## src/rtl/v_counters_up_mod.sv

```systemverilog
// Programmable-terminal up counter: counts 0..max then wraps to 0, with load, enable,
// a combinational terminal-count flag, a registered wrap pulse and a sticky overflow flag.
module v_counters_up_mod #(
  parameter int unsigned WIDTH = 4
) (
  input  logic             clk,
  input  logic             rst,
  input  logic             ce,
  input  logic             load,
  input  logic [WIDTH-1:0] din,
  input  logic [WIDTH-1:0] max,
  input  logic             clr_ovf,
  output logic [WIDTH-1:0] Q,
  output logic             tc,
  output logic             wrap,
  output logic             ovf
);

  logic [WIDTH-1:0] q_q, q_d;
  logic             wrap_q, wrap_d;
  logic             ovf_q, ovf_d;
  logic             at_wrap;

  // All-ones also wraps, covering a loaded start value above max.
  assign at_wrap = ce & ~load & ((q_q == max) | (&q_q));

  always_comb begin
    q_d    = q_q;
    wrap_d = 1'b0;
    ovf_d  = ovf_q;
    if (load) begin
      q_d = din;
    end else if (ce) begin
      if (at_wrap) begin
        q_d    = '0;
        wrap_d = 1'b1;
      end else begin
        q_d = q_q + 1'b1;
      end
    end
    // A wrap on the same edge as a clear keeps the flag set.
    if (clr_ovf) ovf_d = 1'b0;
    if (at_wrap) ovf_d = 1'b1;
  end

  always_ff @(posedge clk) begin
    if (rst) begin
      q_q    <= '0;
      wrap_q <= 1'b0;
      ovf_q  <= 1'b0;
    end else begin
      q_q    <= q_d;
      wrap_q <= wrap_d;
      ovf_q  <= ovf_d;
    end
  end

  assign Q    = q_q;
  assign tc   = (q_q == max);
  assign wrap = wrap_q;
  assign ovf  = ovf_q;

endmodule

```

## config.mk

```make
export PLATFORM = sky130hd
export DESIGN_NAME = v_counters_up_mod
export DESIGN_NICKNAME = d
export VERILOG_FILES = /design/src/rtl/v_counters_up_mod.sv
export SDC_FILE = /design/constraint.sdc
export NUM_CORES = 1
export LEC_CHECK = 0
export BUFFER_PORTS_ARGS = -buffer_cell sky130_fd_sc_hd__clkbuf_2
export CORE_AREA = 2 2 39 41
export CTS_CLUSTER_SIZE = 12
export DETAILED_ROUTE_END_ITERATION = 7
export DIE_AREA = 0 0 41 43
export SYNTH_ARGS = -nofsm -noshare
export SYNTH_HDL_FRONTEND = slang
export SYNTH_SLANG_ARGS = --single-unit
```

## constraint.sdc

```tcl
create_clock -name clk -period 1.9 [get_ports clk]
set_input_delay 0 -clock clk [delete_from_list [all_inputs] [get_ports clk]]
set_output_delay 0 -clock clk [all_outputs]
set_load 0.1 [all_outputs]
```

# After elaboration in Yosys (flattened, before gate mapping)
# Index checks and enable logic that the tools add are counted.
# Widths: inputs -> output; s select.
# word_totals
input_bits,13
word_cells,20
out_inout_bits,7
regBits,6
# op_classes
n_reduce_logical,4
add_sub_neg,1
eq_ne,1
bitwise,5
mux,6
# ops
operator,count
$mux 4,3
$add 4x1->4 const B,1
$eq 4x4->1,1
$reduce_and 4->1,1
$reduce_bool 2->1,2
$mux 1,3
$reduce_or 3->1,1
$and 1x1->1,2
$not 1->1,2
$or 1x1->1,1

# Depth between registers and ports, before layout
# Gate-level depths: netlist of the first run.
# depth
word_depth,6
ltp_mapped,4
depth_no_buf,4

# Least setup slack after synthesis of the first run
# No wires, ideal clock.
# synth_path
path_type,reg2out
from,"reg q_q[2], in the netlist Q[2]"
to,out tc
stages_incl_launch_ff,3
arrival_time_ps,2090
slack_ps,-190
path_buffers,0
required_ps,1900
cell_sequence,dfxtp_1 > xnor2_1 > and4_1
# synth_via
elab_chain_cells,1
# synth_lines
element,line,source
from (decl),19,"logic [WIDTH-1:0] q_q, q_d;"
from (signal assigned),52,q_q <= q_d;
$eq 4x4->1,59,assign tc = (q_q == max);
to (decl),14,"output logic tc,"
# Every way passes these cells.

# Worst setup path in the final report of the first run
# layout_path
from,"reg q_q[3], in the netlist Q[3]"
to,out tc
# Same word-level chain as after synthesis.

==> qor.txt, run 1 <==
Initial Util = 0.2586
routed vias = 362
mean area per synthesized cell = 9.671 um^2
vias in the first global route = 309
Worst IR Drop VDD = 0.0002570 V
number of cell rows = 14
postcts setup bufs = 0
max-cap viol count = 0
Critical Path AT = 1.57 ns
Pre-antenna DRT Iters = 2
most common cell after layout, fill and taps aside = clkbuf_2
Rel. slew slack = 0.6406
CTS Sinks = 6
Die Area = 1763 um^2
CTS buffer count = 3
CTS Root Cell = clkbuf_4
cts hold-fix bufs = 0
Distinct cells, synth = 20
clk slew on worst S/H paths = 0.05 ns
area of the multi-input gates = 224.0 um^2
RSZ-0062 raised after global routing = false
register area = 122.6 um^2
skew final = 0.006709 ns
highest clock rate = 636.3 MHz
Hold Path Origin = clr_ovf
HP Class = in -> reg
sequential area share after synthesis = 0.3357
Die Span X = 41 um
final setup fails = 0
I/O Buffers = 19
average wire per standard cell = 11.57 um
Area after DPL = 465.4 um^2
gr usage total = 0.1053
# H-tree levels = 1
final instance area = 488.0 um^2
final period utilization = 0.8272
CTS tree = built
Clock Latency Late Sink = 0.24 ns
synthesized area = 357.8 um^2
DR iter-0 viols = 2
Worst Tran Pin Value = 0.5415 ns
post-synthesis register bit count = 6
Pwr Density = 793.0 nW/um^2
worst r2r src = Q[1]$_SDFFE_PP0P_
most frequent cells in the layout = 19 x clkbuf_2, 5 x xnor2_1, 4 x dfxtp_1, 4 x nor3b_1, 4 x a21oi_1
Final Hold Viols = 0
CP required = 1.90 ns
P_leak = 0.0002060 uW
post-CTS resize count = 0
critical path class = reg -> out
CP Capture Type = primary output
GPL Wtd Cong = 0.6685
first-pass GRT wire length = 1276 um
Setup crit start kind = flip-flop
Post-Syn Instances = 37
CTS Buffer Depth = 2
antenna cells = 0
fin crit period = 1.572 ns
TNS Setup = 0 ns
outcome = completed
area of the core = 1384 um^2
layout net count = 74
largest net degree at the start of global routing = 10
fillcell total = 149
share of cells above drive strength 1 = 0.4828
Vias per Instance = 4.892
die height = 43 um
WL final = 856 um
max-slew violation count = 0
Area Overhead vs Synth = 36.36%
grt ovf = 0
Post-Syn Nets = 51
CP Max Fanout = 5
DR DRC count = 0
DRT antenna net count = 0
warnings from Yosys = 0
I/O pin count = 20
Crit. Startpoint = Q[3]$_SDFFE_PP0P_
initial antenna violation count = 0
==> cell type report <==
type	instances	area share
Timing Repair Buffer	19	0.1949
Tap cell	16	0.04103
Clock buffer	3	0.04615
Multi-Input combinational cell	29	0.4590
Sequential cell	6	0.2513
Inverter	1	0.007692
==> worst max-delay path, stage by stage (launching register included) <==
cell and delay, ns:
dfxtp_1 0.36, xnor2_1 0.27, and4_2 0.25, clkbuf_2 0.45
==> through the flow <==
step / cells / hold slack (ns) / power (uW) / utilization / setup slack [ns]
2_1_floorplan: 37 / 0.08931 / 242.6 / - / 0.05342
5_1_grt: 74 / 0.05868 / 408.1 / 0.3526 / 0.2723
6_report: 74 / 0.03535 / 387.0 / 0.3526 / 0.3283
4_1_cts: 74 / 0.03491 / 391.3 / 0.3526 / 0.3161
3_5_place_dp: 71 / 0.2846 / 271.5 / 0.3363 / 0.6034
3_3_place_gp: 71 / 0.2824 / 270.0 / 0.3363 / 0.6228
==> synth_stat cells, drive strengths merged <==
cell type | count | area share
a21oi | 4 | 0.056
a41o | 1 | 0.031
a41oi | 1 | 0.024
and3 | 1 | 0.017
and4 | 1 | 0.024
buf | 1 | 0.031
dfxtp | 6 | 0.34
ha | 1 | 0.035
inv | 1 | 0.010
nand2 | 1 | 0.010
nand3 | 1 | 0.014
nor2 | 2 | 0.021
nor3b | 4 | 0.084
o21ai | 1 | 0.014
o22ai | 1 | 0.017
o32ai | 3 | 0.094
or3b | 1 | 0.031
xnor2 | 5 | 0.12
xor2 | 1 | 0.024
==> worst paths after layout <==
path              cells past startpoint  slack, ns               end
setup / recovery                      3       0.33                tc
hold / removal                        4       0.04  ovf$_SDFFE_PP0P_
setup reg to reg                      4       0.62  ovf$_SDFFE_PP0P_
hold reg to reg                       2       0.46  ovf$_SDFFE_PP0P_
==> sequential cells by signal (all words and copies together) (netlist names) <==
register  flops
ovf           1
wrap          1
Q             4
==> cell families after synthesis <==
family                   synth area share
AO/OA/AOI/OAI                      0.2378
AND/OR/NAND/NOR                    0.2028
XOR/XNOR                           0.1469
flip-flops                         0.3357
buffers and inverters             0.04195
adder cells (fa/ha/maj)           0.03496
==> power breakdown <==
| part | internal, uW | switching, uW |
|---|---|---|
| clock network | 71.5 | 46.5 |
| registers | 134 | 10.1 |
| logic | 36.1 | 88.9 |
==> routing by layer <==
layer	GRT usage	vias to the layer above	wire, um
met5	0	-	0
met4	0.06000	0	0
met3	0.03141	0	72
met2	0.1594	16	387
met1	0.1250	162	396
li1	-	184	-
Power figures use the tool's default switching activity.
==> run 2: changes to the inputs <==
==> constraint.sdc (replaced) <==
create_clock -name clk -period 1.4 [get_ports clk]
set_input_delay 0 -clock clk [delete_from_list [all_inputs] [get_ports clk]]
set_output_delay 0 -clock clk [all_outputs]
set_load 0.1 [all_outputs]
==> run 2 against run 1 <==
First-iteration DRC count unchanged. Sequential share of layout area increased by 1.1 points. Die area unchanged. Final cell count unchanged. Final area increased by 5.6%. Critical path type unchanged. Global-route usage increased by 0.89 points. Sequential power increased by 34%. Flip-flop and latch count unchanged. Largest power group unchanged. Critical endpoint unchanged. Register-to-register slack got worse by 0.44 ns. Via count increased by 2.5%.
==> qor.txt, run 2 (same netlist as run 1, synthesis figures left out) <==
highest clock rate = 750.8 MHz
DR iter-0 viols = 2
postcts setup bufs = 0
Rel. slew slack = 0.6400
Power Internal = 331.4 uW
Initial Util = 0.2586
Setup crit start kind = flip-flop
layout net count = 74
switching share of power = 0.3748
I/O Buffers = 19
Worst IR Drop VDD = 0.0002966 V
area of the core = 1384 um^2
combinational share of power = 0.332
GPL Wtd Cong = 0.6872
Final Hold Viols = 0
Worst Tran Pin Value = 0.5424 ns
CTS tree = built
vias in the first global route = 340
TNS Setup = 0 ns
final setup fails = 0
sequential share of power = 0.364
Hold Slack = 0.02951 ns
number of cell rows = 14
HP Class = in -> reg
cts hold-fix bufs = 0
P_leak = 0.0002117 uW
fin crit period = 1.332 ns
largest net degree at the start of global routing = 10
CP Max Fanout = 6
max-slew violation count = 0
clk slew on worst S/H paths = 0.05 ns
most common cell after layout, fill and taps aside = clkbuf_2
# H-tree levels = 1
Worst R2R End = Q[1]$_SDFFE_PP0P_
DP Worst Slack = 0.1540 ns
grt ovf = 0
CTS buffer count = 3
Vias per Instance = 5.014
worst reg2reg path depth = 3
max reg flops = 4
CTS Root Cell = clkbuf_4
Hold Path Origin = clr_ovf
Clk pwr share = 0.304
share of cells above drive strength 1 = 0.5172
CP Capture Type = primary output
WL final = 847 um
Critical Path AT = 1.33 ns
DR DRC count = 0
hold path depth = 4
max-cap viol count = 0
fillcell total = 145
routed vias = 371
critical path class = reg -> out
Finished Core Util = 0.3725
Die Span X = 41 um
initial antenna violation count = 0
RSZ-0062 raised after global routing = false
DRT antenna net count = 0
Final Worst Setup Slack = 0.06817 ns
Pwr Density = 1028 nW/um^2
first-pass GRT wire length = 1283 um
CP required = 1.40 ns
outcome = completed
I/O pin count = 20
die height = 43 um
skew final = 0.004131 ns
worst r2r src = Q[0]$_SDFFE_PP0P_
CTS Sinks = 6
final period utilization = 0.9513
average wire per standard cell = 11.45 um
R2R Setup Slk = 0.18 ns
Die Area = 1763 um^2
sw power = 198.6 uW
Clock Latency Late Sink = 0.25 ns
post-CTS resize count = 0
CTS Buffer Depth = 2
Area Overhead vs Synth = 44.06%
gr usage total = 0.1142
most frequent cells in the layout = 18 x clkbuf_2, 5 x xnor2_1, 4 x dfxtp_4, 4 x nor3b_1, 4 x a21oi_1
Pre-antenna DRT Iters = 4
antenna cells = 0
WHS Endpoint = ovf$_SDFFE_PP0P_
==> run 2: changes by cell type in the layout (fill, tap and decap cells not counted) <==
cell / before / now
clkbuf_2: 19 / 18
dfxtp_2: 2 / 0
dfxtp_4: 0 / 4
dfxtp_1: 4 / 2
buf_12: 0 / 1
==> run 2: worst max-delay path, cell delays in order (launching register included) <==
cell and delay (ns):
dfxtp_4 0.36, xnor2_1 0.26, and4_2 0.29, buf_12 0.17
==> run 2: cell type report <==
cell class / instances / area [um^2] / share of cell area
Clock buffer: 3 / 22.52 / 0.04369
Tap cell: 16 / 20.02 / 0.03883
Timing Repair Buffer: 19 / 110.1 / 0.2136
Inverter: 1 / 3.754 / 0.007282
Multi-Input combinational cell: 29 / 224.0 / 0.4345
Sequential cell: 6 / 135.1 / 0.2621
==> run 2: per-stage QoR <==
| stage | power, uW | cell area (um^2) | instances |
|---|---|---|---|
| floorplan | 327.4 | 374.1 | 37 |
| detailed placement | 372.6 | 493.0 | 71 |
| finish | 530.0 | 515.5 | 74 |
| global route | 561.2 | 515.5 | 74 |
| CTS | 539.8 | 515.5 | 74 |
| global placement | 372.3 | 493.0 | 71 |
==> run 2: power groups by stage <==
stage | logic [uW] | clock network [uW] | registers (uW)
floorplan | 66.5 | 0 | 261
global placement | 176 | 0 | 197
detailed placement | 176 | 0 | 197
CTS | 177 | 170 | 193
global route | 186 | 180 | 195
finish | 176 | 161 | 193
==> run 2: metal layers <==
metal	up-vias	part of all wire	GRT usage
met5	-	0	0
met2	19	0.43	0.1625
li1	185	-	-
met1	163	0.43	0.1214
met3	4	0.087	0.03141
met4	0	0.046	0.1200
==> run 2: worst max path at each step <==
stage / from / to / slack, ns / cells after the start
2_1_floorplan: Q[2]$_SDFFE_PP0P_ / tc / 0.07 / 2
3_3_place_gp: load / Q[1]$_SDFFE_PP0P_ / 0.19 / 4
3_5_place_dp: load / Q[1]$_SDFFE_PP0P_ / 0.15 / 4
4_1_cts: Q[2]$_SDFFE_PP0P_ / tc / 0.07 / 3
5_1_grt: Q[2]$_SDFFE_PP0P_ / tc / 0.03 / 3
6_report: Q[2]$_SDFFE_PP0P_ / tc / 0.07 / 3
